## config.mk

```make
export PLATFORM = sky130hd
export DESIGN_NAME = etapa1_div_flat
export DESIGN_NICKNAME = d
export VERILOG_FILES = /design/src/rtl/div_pkg.sv /design/src/rtl/etapa1_div_if.sv /design/src/rtl/paso_resta.sv /design/src/rtl/etapa1_div.sv /design/src/flat_wrapper.sv
export SDC_FILE = /design/constraint.sdc
export NUM_CORES = 1
export LEC_CHECK = 0
export CAP_MARGIN = 15
export CORE_MARGIN = 2
export CORE_UTILIZATION = 53
export DETAILED_ROUTE_END_ITERATION = 6
export GPL_ROUTABILITY_DRIVEN = 0
export HOLD_SLACK_MARGIN = 0.15
export PLACE_DENSITY = 0.84
export SETUP_SLACK_MARGIN = 0.02
export SLEW_MARGIN = 20
export SYNTH_ARGS = -nofsm -noshare
export SYNTH_HDL_FRONTEND = slang
export SYNTH_SLANG_ARGS = --single-unit
```

## constraint.sdc

```tcl
create_clock -name clk -period 9.3 [get_ports clk]
set_input_delay 1.86 -clock clk [delete_from_list [all_inputs] [get_ports clk]]
set_output_delay 1.86 -clock clk [all_outputs]
set_load 0.02 [all_outputs]
```

## src/rtl/div_pkg.sv

```systemverilog
// Shared divider constants and FSM encoding, used by every divider stage.
package div_pkg;
  localparam int DV_W  = 16;
  localparam int DD_W  = 32;
  localparam int Q_W   = 16;
  localparam int DD_HI = 16;

  typedef enum logic [1:0] {IDLE, CHECK, ITER} estado_t;
endpackage

```

## src/rtl/etapa1_div_if.sv

```systemverilog
// Operand/result bundle between etapa0 and the iterative division core.
interface etapa1_div_if import div_pkg::*; #(
  parameter int AnchoDv = DV_W-1,
  parameter int AnchoDd = DD_W-1,
  parameter int AnchoQ  = Q_W-1
);
  logic             goIn;
  logic [AnchoDv:0] divisorIn;
  logic [AnchoDd:0] dividendIn;
  logic             listo;
  logic             doneOut;
  logic [AnchoQ:0]  quotientOut;
  logic [AnchoQ:0]  remainderOut;
  logic             divZero;
  logic             overflow;

  modport master (output goIn, divisorIn, dividendIn,
                  input  listo, doneOut, quotientOut, remainderOut, divZero, overflow);
  modport slave  (input  goIn, divisorIn, dividendIn,
                  output listo, doneOut, quotientOut, remainderOut, divZero, overflow);
endinterface

```

## src/rtl/paso_resta.sv

```systemverilog
// One combinational restoring-division step: shift {R,Q} left, subtract divisor if it fits.
module paso_resta #(
  parameter int W = 16
) (
  input  logic [W:0]   rIn,
  input  logic [W-1:0] qIn,
  input  logic [W-1:0] divisor,
  output logic [W:0]   rOut,
  output logic [W-1:0] qOut
);
  logic [W+1:0] ext;
  logic [W:0]   diff;
  logic         cabe;

  // Keep the top bit in the compare so the step stays correct even without the R<divisor invariant.
  assign ext  = {rIn, qIn[W-1]};
  assign cabe = ext >= {2'b00, divisor};
  assign diff = ext[W:0] - {1'b0, divisor};
  assign rOut = cabe ? diff : ext[W:0];
  assign qOut = {qIn[W-2:0], cabe};
endmodule

```

## src/rtl/etapa1_div.sv

```systemverilog
// Iterative restoring divider: 32/16 -> 16-bit quotient/remainder, PASOS quotient bits per cycle.
module etapa1_div import div_pkg::*; #(
  parameter int PASOS   = 4,
  parameter int AnchoDv = DV_W-1,
  parameter int AnchoDd = DD_W-1,
  parameter int AnchoQ  = Q_W-1
) (
  input  logic         clk,
  input  logic         reset,
  etapa1_div_if.slave  bus
);
  localparam int CW = $clog2(Q_W) + 1;

  estado_t           estado;
  logic [AnchoDv:0]  dvReg;
  logic [AnchoDd:0]  ddReg;
  logic [AnchoQ+1:0] rReg;
  logic [AnchoQ:0]   qReg;
  logic [CW-1:0]     cnt;
  logic [CW-1:0]     cntNext;

  logic [AnchoQ+1:0] rCh [PASOS+1];
  logic [AnchoQ:0]   qCh [PASOS+1];

  assign rCh[0] = rReg;
  assign qCh[0] = qReg;

  for (genvar i = 0; i < PASOS; i++) begin : gPaso
    paso_resta #(.W(AnchoQ+1)) uPaso (
      .rIn    (rCh[i]),
      .qIn    (qCh[i]),
      .divisor(dvReg),
      .rOut   (rCh[i+1]),
      .qOut   (qCh[i+1])
    );
  end

  assign cntNext  = cnt + CW'(PASOS);
  assign bus.listo = (estado == IDLE);

  always_ff @(posedge clk) begin
    if (!reset) begin
      estado           <= IDLE;
      dvReg            <= '0;
      ddReg            <= '0;
      rReg             <= '0;
      qReg             <= '0;
      cnt              <= '0;
      bus.doneOut      <= 1'b0;
      bus.quotientOut  <= '0;
      bus.remainderOut <= '0;
      bus.divZero      <= 1'b0;
      bus.overflow     <= 1'b0;
    end else begin
      bus.doneOut <= 1'b0;
      case (estado)
        IDLE: if (bus.goIn) begin
          dvReg  <= bus.divisorIn;
          ddReg  <= bus.dividendIn;
          estado <= CHECK;
        end
        CHECK: begin
          if (dvReg == '0) begin
            bus.divZero      <= 1'b1;
            bus.overflow     <= 1'b0;
            bus.quotientOut  <= '1;
            bus.remainderOut <= '0;
            bus.doneOut      <= 1'b1;
            estado           <= IDLE;
          end else if (ddReg[AnchoDd:DD_HI] >= dvReg) begin
            // High half >= divisor means the quotient needs more than 16 bits.
            bus.divZero      <= 1'b0;
            bus.overflow     <= 1'b1;
            bus.quotientOut  <= '1;
            bus.remainderOut <= '0;
            bus.doneOut      <= 1'b1;
            estado           <= IDLE;
          end else begin
            rReg   <= {1'b0, ddReg[AnchoDd:DD_HI]};
            qReg   <= ddReg[DD_HI-1:0];
            cnt    <= '0;
            estado <= ITER;
          end
        end
        ITER: begin
          rReg <= rCh[PASOS];
          qReg <= qCh[PASOS];
          cnt  <= cntNext;
          if (cntNext == CW'(Q_W)) begin
            bus.quotientOut  <= qCh[PASOS];
            bus.remainderOut <= rCh[PASOS][AnchoQ:0];
            bus.divZero      <= 1'b0;
            bus.overflow     <= 1'b0;
            bus.doneOut      <= 1'b1;
            estado           <= IDLE;
          end
        end
        default: estado <= IDLE;
      endcase
    end
  end
endmodule

```

## src/flat_wrapper.sv

```systemverilog
// flat-port wrapper written by rule: the top's interface ports become plain ports
module etapa1_div_flat import div_pkg::*;
#(
  parameter int PASOS   = 4,
  parameter int AnchoDv = DV_W-1,
  parameter int AnchoDd = DD_W-1,
  parameter int AnchoQ  = Q_W-1
)
  (clk, reset, bus_goIn, bus_divisorIn, bus_dividendIn, bus_listo, bus_doneOut, bus_quotientOut, bus_remainderOut, bus_divZero, bus_overflow);
  etapa1_div_if #(.AnchoDv(AnchoDv), .AnchoDd(AnchoDd), .AnchoQ(AnchoQ)) bus_i ();
  input  logic clk;
  input  logic reset;
  input wire logic [$bits(bus_i.goIn)-1:0] bus_goIn;
  input wire logic [$bits(bus_i.divisorIn)-1:0] bus_divisorIn;
  input wire logic [$bits(bus_i.dividendIn)-1:0] bus_dividendIn;
  output wire logic [$bits(bus_i.listo)-1:0] bus_listo;
  output wire logic [$bits(bus_i.doneOut)-1:0] bus_doneOut;
  output wire logic [$bits(bus_i.quotientOut)-1:0] bus_quotientOut;
  output wire logic [$bits(bus_i.remainderOut)-1:0] bus_remainderOut;
  output wire logic [$bits(bus_i.divZero)-1:0] bus_divZero;
  output wire logic [$bits(bus_i.overflow)-1:0] bus_overflow;
  assign bus_i.goIn = bus_goIn;
  assign bus_i.divisorIn = bus_divisorIn;
  assign bus_i.dividendIn = bus_dividendIn;
  assign bus_listo = bus_i.listo;
  assign bus_doneOut = bus_i.doneOut;
  assign bus_quotientOut = bus_i.quotientOut;
  assign bus_remainderOut = bus_i.remainderOut;
  assign bus_divZero = bus_i.divZero;
  assign bus_overflow = bus_i.overflow;
  etapa1_div #(.PASOS(PASOS), .AnchoDv(AnchoDv), .AnchoDd(AnchoDd), .AnchoQ(AnchoQ)) u_core (.clk(clk), .reset(reset), .bus(bus_i));
endmodule
```

==> metrics <==
status=finished, final reports clean; crit start category=register; count leader, synth=nand2_1; syn_nets=1343; library cells used by synthesis=72; first-pass GRT wire length=47.2 mm; Pins Over Slew Limit=0; CTS Sinks=121; Synth top area share=26.2%; fillcell total=1338; MaxCap Viol Count=0; die area=18500 um^2; Rows=48; routed length per instance=20.1 um; r2r worst-path depth=40; # nets final=1464; Critical R2R Launch=u_core.dvReg[2]; Worst-path clk slew=0.06 ns; n_diodes=0; sequential element share of the synthesized area=26.2%; area of the multi-input gates=6570 um^2; Primary FF master, synth=dfxtp_1; synthesized cell area=9230 um^2; hold buffers post-CTS=0; antenna-violating nets left=0; GRT Resource Usage Total=32.6%; vias per cell=6.44; drt total wl=31.4 mm; CP max stage cell=a211oi_1; largest family of logic cells by synthesized area=compound AO/OA/AOI/OAI gates; top post-synthesis cells by count=nand2_1 (174), a21oi_1 (128), dfxtp_1 (121); final hold vios=0; Post-Syn Instances=1203; max_slew headroom=26.4%; Die Y=136 um; global route overflow=0; Crit. End Element=register; CTS root buffer=clkbuf_16; f_max=0.110 GHz; fin crit period=9.10 ns; Reg area=2420 um^2; dpl hpwl=22.7 mm; initial antenna violation count=0; Initial DRT Pass Iterations=6; routed via count=10100; Yosys Warn Count=0; syn avg cell area=7.67 um^2; Worst path max stage delay=0.49 ns; synth top area cells=dfxtp_1 (26%), ha_1 (12%), nand2_1 (7.1%), a21oi_1 (6.9%), o21ai_0 (3.6%); layout cell share with drive strength beyond 1=13.7%; #FFs+latches synth=121; worst slew pin tran=1.10 ns; adder-cell share of the synthesized area=12.4%; Worst-Skew Late Latency=0.42 ns; post-synth top area cell=dfxtp_1; Synth Area in Compound Gates=27.4%; simple-gate share of the synthesized area=19.4%; initial core utilization=53.7%; DR iter-0 viols=1356; post-synthesis xor/xnor area fraction=4.37%; Worst Setup SP=u_core.dvReg[2]; ys async rst share=0%; Num CTS Buffers=17; Final setup viols=0; P&R area growth vs syn=25.7%; clk_skew=0.00787 ns; hold path start=u_core.bus.quotientOut[8]; Top Ports=87; core area=17200 um^2; hold path cells=2; worst setup path class=reg -> reg; die width=136 um; Crit Path Max Fanout=15; Required @ worst endpoint=9.59 ns; Port Buffer Count=86; CTS tree=yes; Post-Route Setup TNS=0 ns; clock buffer depth=2; post-synthesis mux area share=5.19%; number of synthesized flops with an enable pin=0; largest net degree at the start of global routing=90; HP Class=reg -> reg; DRC Markers=0; Critical Path AT=9.40 ns; Tcrit/Tclk final=97.9%; H-tree levels=4; vias in the first global route=9307
placed cells by master (no fill, tap or decap), types with 7 or more instances in the layout:
master / count
a211oi_1: 21
a21o_1: 26
a21oi_1: 121
a21oi_2: 7
a22o_1: 7
a22oi_2: 8
buf_4: 76
clkbuf_16: 18
clkdlybuf4s50_1: 86
dfxtp_1: 121
ha_1: 81
inv_1: 51
mux2_4: 9
mux2i_1: 25
nand2_1: 173
nand2b_1: 12
nand3_1: 43
nand4_1: 14
nor2_1: 84
nor2b_1: 13
nor3_1: 20
o211ai_1: 14
o21a_1: 16
o21ai_0: 57
o21ai_1: 17
o31a_1: 7
or3_1: 7
xnor2_1: 29
xor2_1: 17
metrics by stage:
stage	hold WS [ns]	utilization, %	std cells	instance area [um^2]	worst slack, ns
after floorplan	0.436	-	1203	9240	0.0598
after global placement	0.443	62.4	1524	10700	0.105
after detailed placement	0.445	62.4	1524	10700	-0.235
after CTS	0.453	66.2	1555	11400	0.0268
after global routing	0.469	67.5	1561	11600	-0.129
final	0.450	67.5	1561	11600	0.196
layer usage:
| metal | up-vias | share of wire [%] | global-route usage, % |
|---|---|---|---|
| li1 | 4606 | - | - |
| met1 | 4617 | 39 | 42.0 |
| met2 | 665 | 44 | 51.5 |
| met3 | 171 | 10 | 5.78 |
| met4 | 0 | 6.5 | 18.2 |
| met5 | - | 0 | 0 |
repair_timing:
item,in CTS,in global routing
resized for setup,9,46
setup buffers,0,5
pin swaps,2,14
cloned,0,1
endpoints found under the setup margin,33,35
final timing paths:
| path | endpoint | slack (ns) |
|---|---|---|
| worst max-delay path | u_core.rReg[8] | 0.20 |
| worst min-delay path | u_core.bus.quotientOut[8] | 0.45 |
| worst max register to register | u_core.rReg[8] | 0.20 |
| worst min register to register | u_core.bus.quotientOut[8] | 0.45 |
worst max-delay path: cells and delay by family, from the launching register on:
kind | cells | cell delay [ns]
AO/OA/AOI/OAI | 21 | 4.78
XOR/XNOR | 1 | 0.19
AND/OR/NAND/NOR | 6 | 0.81
adder cells (fa/ha/maj) | 4 | 1.38
buffers and inverters | 6 | 0.97
flip-flops | 1 | 0.38
multiplexers | 2 | 0.46
registers in the layout, indices dropped and copies added (netlist names):
register                 cells
u_core.bus.remainderOut     16
u_core.cnt                   3
u_core.bus.quotientOut      16
u_core.rReg                 17
u_core.dvReg                16
u_core.bus.overflow          1
u_core.estado                2
u_core.bus.doneOut           1
u_core.qReg                 16
u_core.bus.divZero           1
u_core.ddReg                32
area by class of cell:
| class | instances | area share (%) |
|---|---|---|
| clock buffer | 21 | 4.06 |
| inverter | 53 | 1.72 |
| clock inverter | 10 | 1.23 |
| sequential | 121 | 20.9 |
| tap | 225 | 2.43 |
| multi-input combinational | 965 | 56.7 |
| timing repair buffer | 166 | 13.0 |
cells by family after synthesis:
| group | after synthesis |
|---|---|
| adders and majority gates | 89 |
| and+or+nand+nor | 401 |
| buffers and inverters | 117 |
| xor gates and xnor gates | 46 |
| AOI/OAI and AO/OA | 386 |
| DFF | 121 |
| muxes | 43 |
Power is not shown: default switching activity piles up to over one toggle a cycle in this logic, so the estimate is an artifact.
